==> src/rtl/vault_phase_sequencer.sv <==
// Master sequencer for the vault puzzle chain: runs each phase FSM in turn,
// tracks failed attempts and drives the alarm, lockout and vault-open outputs.
module vault_phase_sequencer #(
    parameter int NUM_PHASES     = 4,
    parameter int MAX_ATTEMPTS   = 3,
    parameter int LOCKOUT_CYCLES = 16,
    parameter int PHASE_TIMEOUT  = 255
) (
    input  logic                  clk,
    input  logic                  reset,
    input  logic                  start,
    input  logic                  relock,
    input  logic [NUM_PHASES-1:0] phase_done,
    input  logic [NUM_PHASES-1:0] phase_fail,
    output logic [NUM_PHASES-1:0] phase_clr,
    output logic [NUM_PHASES-1:0] phase_en,
    output logic [2:0]            cur_phase,
    output logic [3:0]            attempts_left,
    output logic                  busy,
    output logic                  locked_out,
    output logic                  vault_open,
    output logic                  alarm
);

    localparam int              IDX_W     = (NUM_PHASES > 2) ? $clog2(NUM_PHASES) : 1;
    localparam logic [IDX_W-1:0] LAST_IDX = IDX_W'(NUM_PHASES - 1);
    localparam logic [3:0]      ATT_INIT  = 4'(MAX_ATTEMPTS);
    localparam logic [15:0]     LOCK_INIT = 16'(LOCKOUT_CYCLES);
    localparam logic [15:0]     TMO_LAST  = 16'(PHASE_TIMEOUT - 1);
    localparam bit              TMO_EN    = (PHASE_TIMEOUT != 0);

    typedef enum logic [2:0] {
        S_IDLE    = 3'd0,
        S_CLEAR   = 3'd1,
        S_RUN     = 3'd2,
        S_LOCKOUT = 3'd3,
        S_OPEN    = 3'd4,
        S_ALARM   = 3'd5
    } state_t;

    state_t                  state_q, state_d;
    logic [IDX_W-1:0]        idx_q, idx_d;
    logic [3:0]              att_q, att_d;
    logic [15:0]             timer_q, timer_d;
    logic [15:0]             lock_q, lock_d;

    logic [NUM_PHASES-1:0]   clr_q, clr_d;
    logic [NUM_PHASES-1:0]   en_q, en_d;
    logic [2:0]              cur_q, cur_d;
    logic [3:0]              att_out_q;
    logic                    busy_q, busy_d;
    logic                    lockd_q, lockd_d;
    logic                    open_q, open_d;
    logic                    alarm_q, alarm_d;

    logic [NUM_PHASES-1:0]   sel_s;
    logic                    fail_act_s;
    logic                    done_act_s;
    logic                    timeout_s;
    logic                    fail_evt_s;
    logic [3:0]              att_dec_s;

    function automatic logic [NUM_PHASES-1:0] onehot_f(input logic [IDX_W-1:0] sel);
        logic [NUM_PHASES-1:0] v;
        v = '0;
        for (int i = 0; i < NUM_PHASES; i++) begin
            v[i] = (sel == IDX_W'(i));
        end
        return v;
    endfunction

    // Only the active phase's flags matter; a fail outranks a done in the same cycle.
    assign sel_s      = onehot_f(idx_q);
    assign fail_act_s = |(phase_fail & sel_s);
    assign done_act_s = |(phase_done & sel_s);
    assign timeout_s  = TMO_EN && (timer_q == TMO_LAST);
    assign fail_evt_s = fail_act_s || timeout_s;
    assign att_dec_s  = (att_q == 4'd0) ? 4'd0 : (att_q - 4'd1);

    // Next-state logic for the sequencer and its counters.
    always_comb begin
        state_d = state_q;
        idx_d   = idx_q;
        att_d   = att_q;
        timer_d = timer_q;
        lock_d  = lock_q;
        case (state_q)
            S_IDLE: begin
                if (start) begin
                    state_d = S_CLEAR;
                    idx_d   = '0;
                end else begin
                    state_d = S_IDLE;
                end
            end
            S_CLEAR: begin
                state_d = S_RUN;
                timer_d = 16'd0;
            end
            S_RUN: begin
                timer_d = (timer_q == 16'hFFFF) ? timer_q : (timer_q + 16'd1);
                if (fail_evt_s) begin
                    att_d = att_dec_s;
                    if (att_dec_s == 4'd0) begin
                        state_d = S_ALARM;
                    end else begin
                        state_d = S_LOCKOUT;
                        lock_d  = LOCK_INIT;
                        idx_d   = '0;
                    end
                end else if (done_act_s) begin
                    if (idx_q == LAST_IDX) begin
                        state_d = S_OPEN;
                    end else begin
                        state_d = S_CLEAR;
                        idx_d   = idx_q + IDX_W'(1);
                    end
                end else begin
                    state_d = S_RUN;
                end
            end
            S_LOCKOUT: begin
                // Entered with LOCKOUT_CYCLES; leaving at 1 gives exactly that many cycles.
                if (lock_q <= 16'd1) begin
                    state_d = S_CLEAR;
                end else begin
                    lock_d = lock_q - 16'd1;
                end
            end
            S_OPEN: begin
                if (relock) begin
                    state_d = S_IDLE;
                    att_d   = ATT_INIT;
                    idx_d   = '0;
                end else begin
                    state_d = S_OPEN;
                end
            end
            S_ALARM: begin
                state_d = S_ALARM;
            end
            default: begin
                state_d = S_IDLE;
                idx_d   = '0;
            end
        endcase
    end

    // Output decode from next state, so the registered outputs track the state register.
    always_comb begin
        clr_d   = '0;
        en_d    = '0;
        busy_d  = 1'b0;
        lockd_d = 1'b0;
        open_d  = 1'b0;
        alarm_d = 1'b0;
        cur_d   = 3'(idx_d);
        case (state_d)
            S_CLEAR: begin
                clr_d  = onehot_f(idx_d);
                busy_d = 1'b1;
            end
            S_RUN: begin
                en_d   = onehot_f(idx_d);
                busy_d = 1'b1;
            end
            S_LOCKOUT: begin
                busy_d  = 1'b1;
                lockd_d = 1'b1;
            end
            S_OPEN:  open_d  = 1'b1;
            S_ALARM: alarm_d = 1'b1;
            default: busy_d  = 1'b0;
        endcase
    end

    // State, counters and registered outputs.
    always_ff @(posedge clk or posedge reset) begin
        if (reset) begin
            state_q   <= S_IDLE;
            idx_q     <= '0;
            att_q     <= ATT_INIT;
            timer_q   <= 16'd0;
            lock_q    <= 16'd0;
            clr_q     <= '0;
            en_q      <= '0;
            cur_q     <= 3'd0;
            att_out_q <= ATT_INIT;
            busy_q    <= 1'b0;
            lockd_q   <= 1'b0;
            open_q    <= 1'b0;
            alarm_q   <= 1'b0;
        end else begin
            state_q   <= state_d;
            idx_q     <= idx_d;
            att_q     <= att_d;
            timer_q   <= timer_d;
            lock_q    <= lock_d;
            clr_q     <= clr_d;
            en_q      <= en_d;
            cur_q     <= cur_d;
            att_out_q <= att_d;
            busy_q    <= busy_d;
            lockd_q   <= lockd_d;
            open_q    <= open_d;
            alarm_q   <= alarm_d;
        end
    end

    assign phase_clr     = clr_q;
    assign phase_en      = en_q;
    assign cur_phase     = cur_q;
    assign attempts_left = att_out_q;
    assign busy          = busy_q;
    assign locked_out    = lockd_q;
    assign vault_open    = open_q;
    assign alarm         = alarm_q;

endmodule
==> config.mk <==
export PLATFORM = sky130hd
export DESIGN_NAME = vault_phase_sequencer
export DESIGN_NICKNAME = d
export VERILOG_FILES = /design/src/rtl/vault_phase_sequencer.sv
export SDC_FILE = /design/constraint.sdc
export NUM_CORES = 1
export LEC_CHECK = 0
export CORE_MARGIN = 5
export CORE_UTILIZATION = 40
export DETAILED_ROUTE_END_ITERATION = 10
export HOLD_SLACK_MARGIN = 0.15
export PLACE_DENSITY = 0.72
export SLEW_MARGIN = 30
export SYNTH_ARGS = -nofsm -noshare
export SYNTH_HDL_FRONTEND = slang
export SYNTH_SLANG_ARGS = --single-unit
==> constraint.sdc <==
create_clock -name clk -period 2.6 [get_ports clk]
set_input_delay 0.39 -clock clk [delete_from_list [all_inputs] [get_ports clk]]
set_output_delay 0.39 -clock clk [all_outputs]
set_load 0.03 [all_outputs]
==> flow_metrics.tcl <==
set metrics [dict create \
    critPathLaunchType "flop" \
    finClkSkew_ps 6.42 \
    routabilityCongestion 0.856 \
    min_to "timer_q[3]" \
    worst_slew_pin_slew_ps 663 \
    netlist_instances 305 \
    rrSetupSlack_ps 320 \
    grt_pass1_wl_mm 10.9 \
    cp_slowest_cell "dfrtp_1" \
    synth_area_sq_um 2920 \
    drtAntennaViolNets 0 \
    setup-violations-final 0 \
    synth_top_area_share_pct 43.7 \
    crit_required_ps 2810 \
    slew_headroom_pct 55.8 \
    critPathArrivalTime_ps 2490 \
    drc 0 \
    ys_seq_elements 53 \
    die_area_sq_um 9100 \
    ctsResizeCount 0 \
    hold_buffers 0 \
    crit_fanout 6 \
    wl_per_cell_um 14.8 \
    dr.pass1.iters 4 \
    antenna_found_initial 0 \
    port_buffers 29 \
    vdd_ir_drop_max_v 0.000503 \
    end_kind "flop" \
    dr_total_vias 2432 \
    htree_num_levels 2 \
    initial_core_util_pct 40.7 \
    cts_sinks 53 \
    holdCritStartpoint "timer_q[3]" \
    clock_latency_ps 310 \
    post_cts_buffers 0 \
    yosysUniqueCellTypes 59 \
    viasPerCell 5.47 \
    nets 361 \
    synth_seq_area_share_pct 45.5 \
    syn_to_final_growth_pct 19.5 \
    async_flop_share_pct 100 \
    p_switching_mw 1.33 \
    grt_pass1_vias 2296 \
    hold_path_class "reg2reg" \
    stdcell_area_sq_um 3490 \
    synth_top_cells_by_area "dfrtp_1, nor2_1, a21oi_1" \
    maxCapViolCount 0 \
    cts_buffer_depth 2 \
    seq_power_share_pct 41.2 \
    p_comb_share_pct 43.8 \
    dp_cells 437 \
    utilization_pct 48.6 \
    syn_avg_cell_area_sq_um 9.57 \
    drv_slew 0 \
    drive_gt1_share_pct 13.6 \
    crit_type "reg2reg" \
    fin_cells 445 \
    die_w_um 95.4 \
    intPower_mw 1.81 \
    synth_edf_count 0 \
    yosysTopAreaCell "dfrtp_1" \
    r2r-start "timer_q[0]" \
    num-fill-cells 702 \
    max_stage_delay_ps 450 \
    coreArea_sq_um 7180 \
    r2r_cells 8 \
    hold_viol_final 0 \
    reg2reg_to "lock_q[1]" \
    syn_nets 321 \
    p_per_area_nw_per_um2 900 \
    power.leakage_nw 1.43 \
    cts_buffers 5 \
    fmax_mhz 438 \
    grtUsageTotal_pct 15.1 \
    synth_warnings 0 \
    p_clk_share_pct 15.0 \
    ioPinCount 31 \
    swShare_pct 42.3 \
    place_area_sq_um 3400 \
    clk_pin_slew_worst_paths_ps 100 \
    dieHeight_um 95.4 \
    grt_max_degree 54 \
    rsz0062_at_grt "false" \
    period_share_pct 87.9 \
    antenna_cells 0 \
    min_period_ps 2280 \
    drt_wl_total_mm 6.58 \
    finalSetupTns_ps 0 \
    grt_overflow_total 0 \
    cts_tree "done" \
    ys.flop_type "dfrtp_1" \
    clock-root-buffer "clkbuf_8" \
    outcome "complete, no violations" \
    min_path_cells 1 \
    row_count 31 \
    dpl.hpwl_mm 4.70 \
    path_cells "inv_1 > ha_1 > and4b_1 > a41oi_2 > buf_4 > nor3_1 > nand2b_1 > mux2_2" \
    drtIter0Drc 119 \
]
-- sequential cells by signal, indices dropped and copies added (netlist names), 2 cells and up --
register / flops
phase_en: 4
timer_q: 16
attempts_left: 4
cur_phase: 2
state_q: 3
lock_q: 16
phase_clr: 4
-- per-layer routing --
| layer | part of all wire [%] | global-route usage [%] | vias up |
|---|---|---|---|
| met5 | 0 | 0 | - |
| met3 | 3.6 | 3.00 | 6 |
| met2 | 46 | 23.9 | 44 |
| met4 | 0.99 | 3.67 | 0 |
| li1 | - | - | 1200 |
| met1 | 49 | 21.4 | 1182 |
-- power groups by stage --
stage / clock network [mW] / logic (mW) / registers (mW)
2_1_floorplan: 0 / 0.903 / 1.31
3_3_place_gp: 0 / 1.34 / 1.29
3_5_place_dp: 0 / 1.38 / 1.30
4_1_cts: 0.478 / 1.39 / 1.29
5_1_grt: 0.519 / 1.53 / 1.32
6_report: 0.472 / 1.37 / 1.29
-- per-stage QoR --
step	hold WS, ps	setup WS, ps	total power [mW]
2_1_floorplan	452	126	2.21
3_3_place_gp	472	33.1	2.63
3_5_place_dp	480	16.0	2.68
4_1_cts	493	288	3.15
5_1_grt	522	184	3.37
6_report	500	315	3.14
-- cells by family after synthesis --
group | count (synthesis) | synth area share [%]
AND/OR/NAND/NOR | 123 | 22.8
AO/OA/AOI/OAI | 79 | 18.9
flip-flops | 53 | 45.5
buffers and inverters | 25 | 3.86
multiplexers | 12 | 4.67
XOR/XNOR | 8 | 2.40
adder cells (fa/ha/maj) | 4 | 1.72
other | 1 | 0.129
-- synthesized netlist by cell type (2+ instances only) --
master	count
mux2i_1	8
inv_1	10
xnor2_1	7
nand3_1	8
dfstp_2	2
a21o_1	2
and2_1	4
o21a_1	5
nor2_1	30
nor4_1	4
mux2_2	3
nor3b_1	4
or4_1	7
nand4_1	4
or2_2	3
dfrtp_1	51
o211ai_1	3
and3_1	3
ha_1	4
and4_1	3
a31o_2	5
nand3b_1	3
buf_1	2
a21oi_1	22
nand2b_1	2
or3_1	8
a311oi_1	2
a211oi_1	4
nor3_1	10
a31oi_1	2
buf_6	2
nand2_1	21
nor2b_1	3
clkbuf_1	10
o31ai_1	6
o21ai_0	15
-- placed cells by master, fill, tap and decap left out, types with 4 or more instances in the layout --
cell type        count
clkdlybuf4s50_1     29
a21oi_1             22
nand2_1             21
o21ai_0             15
and2_1               4
nand4_1              4
inv_1                9
nor4_1               4
dfrtp_1             51
xnor2_1              7
mux2i_1              8
a31o_2               5
nor3_1              10
a211oi_1             4
or4_1                7
nand3_1              8
nor3b_1              4
or3_1                8
ha_1                 4
buf_4               19
clkbuf_8             5
nor2_1              30
o21a_1               5
o31ai_1              6
-- worst max-delay path, delay by kind of cell, from the launching register on --
kind | cells | cell delay (ps)
AND/OR/NAND/NOR | 3 | 790
adder cells (fa/ha/maj) | 1 | 130
multiplexers | 1 | 340
flip-flops | 1 | 450
AO/OA/AOI/OAI | 1 | 180
buffers and inverters | 2 | 290
-- how the worst max path moves through the flow --
stage	startpoint	end	cells after the start
global route	timer_q[0]	lock_q[1]	8
finish	timer_q[0]	lock_q[1]	8
floorplan	cur_phase[0]	busy	7
global placement	phase_fail[1]	busy	6
detailed placement	phase_fail[1]	busy	6
CTS	timer_q[0]	lock_q[1]	8
-- final cells by class --
type / instances / area (sq um) / share of cell area, %
multi-input combinational: 227 / 1480 / 42.3
sequential: 53 / 1330 / 38.1
timing repair buffer: 48 / 433 / 12.4
tap: 99 / 124 / 3.55
clock buffer: 6 / 72.6 / 2.08
inverter: 10 / 37.5 / 1.08
clock inverter: 2 / 15.0 / 0.431
(Power assumes the default switching activity.)
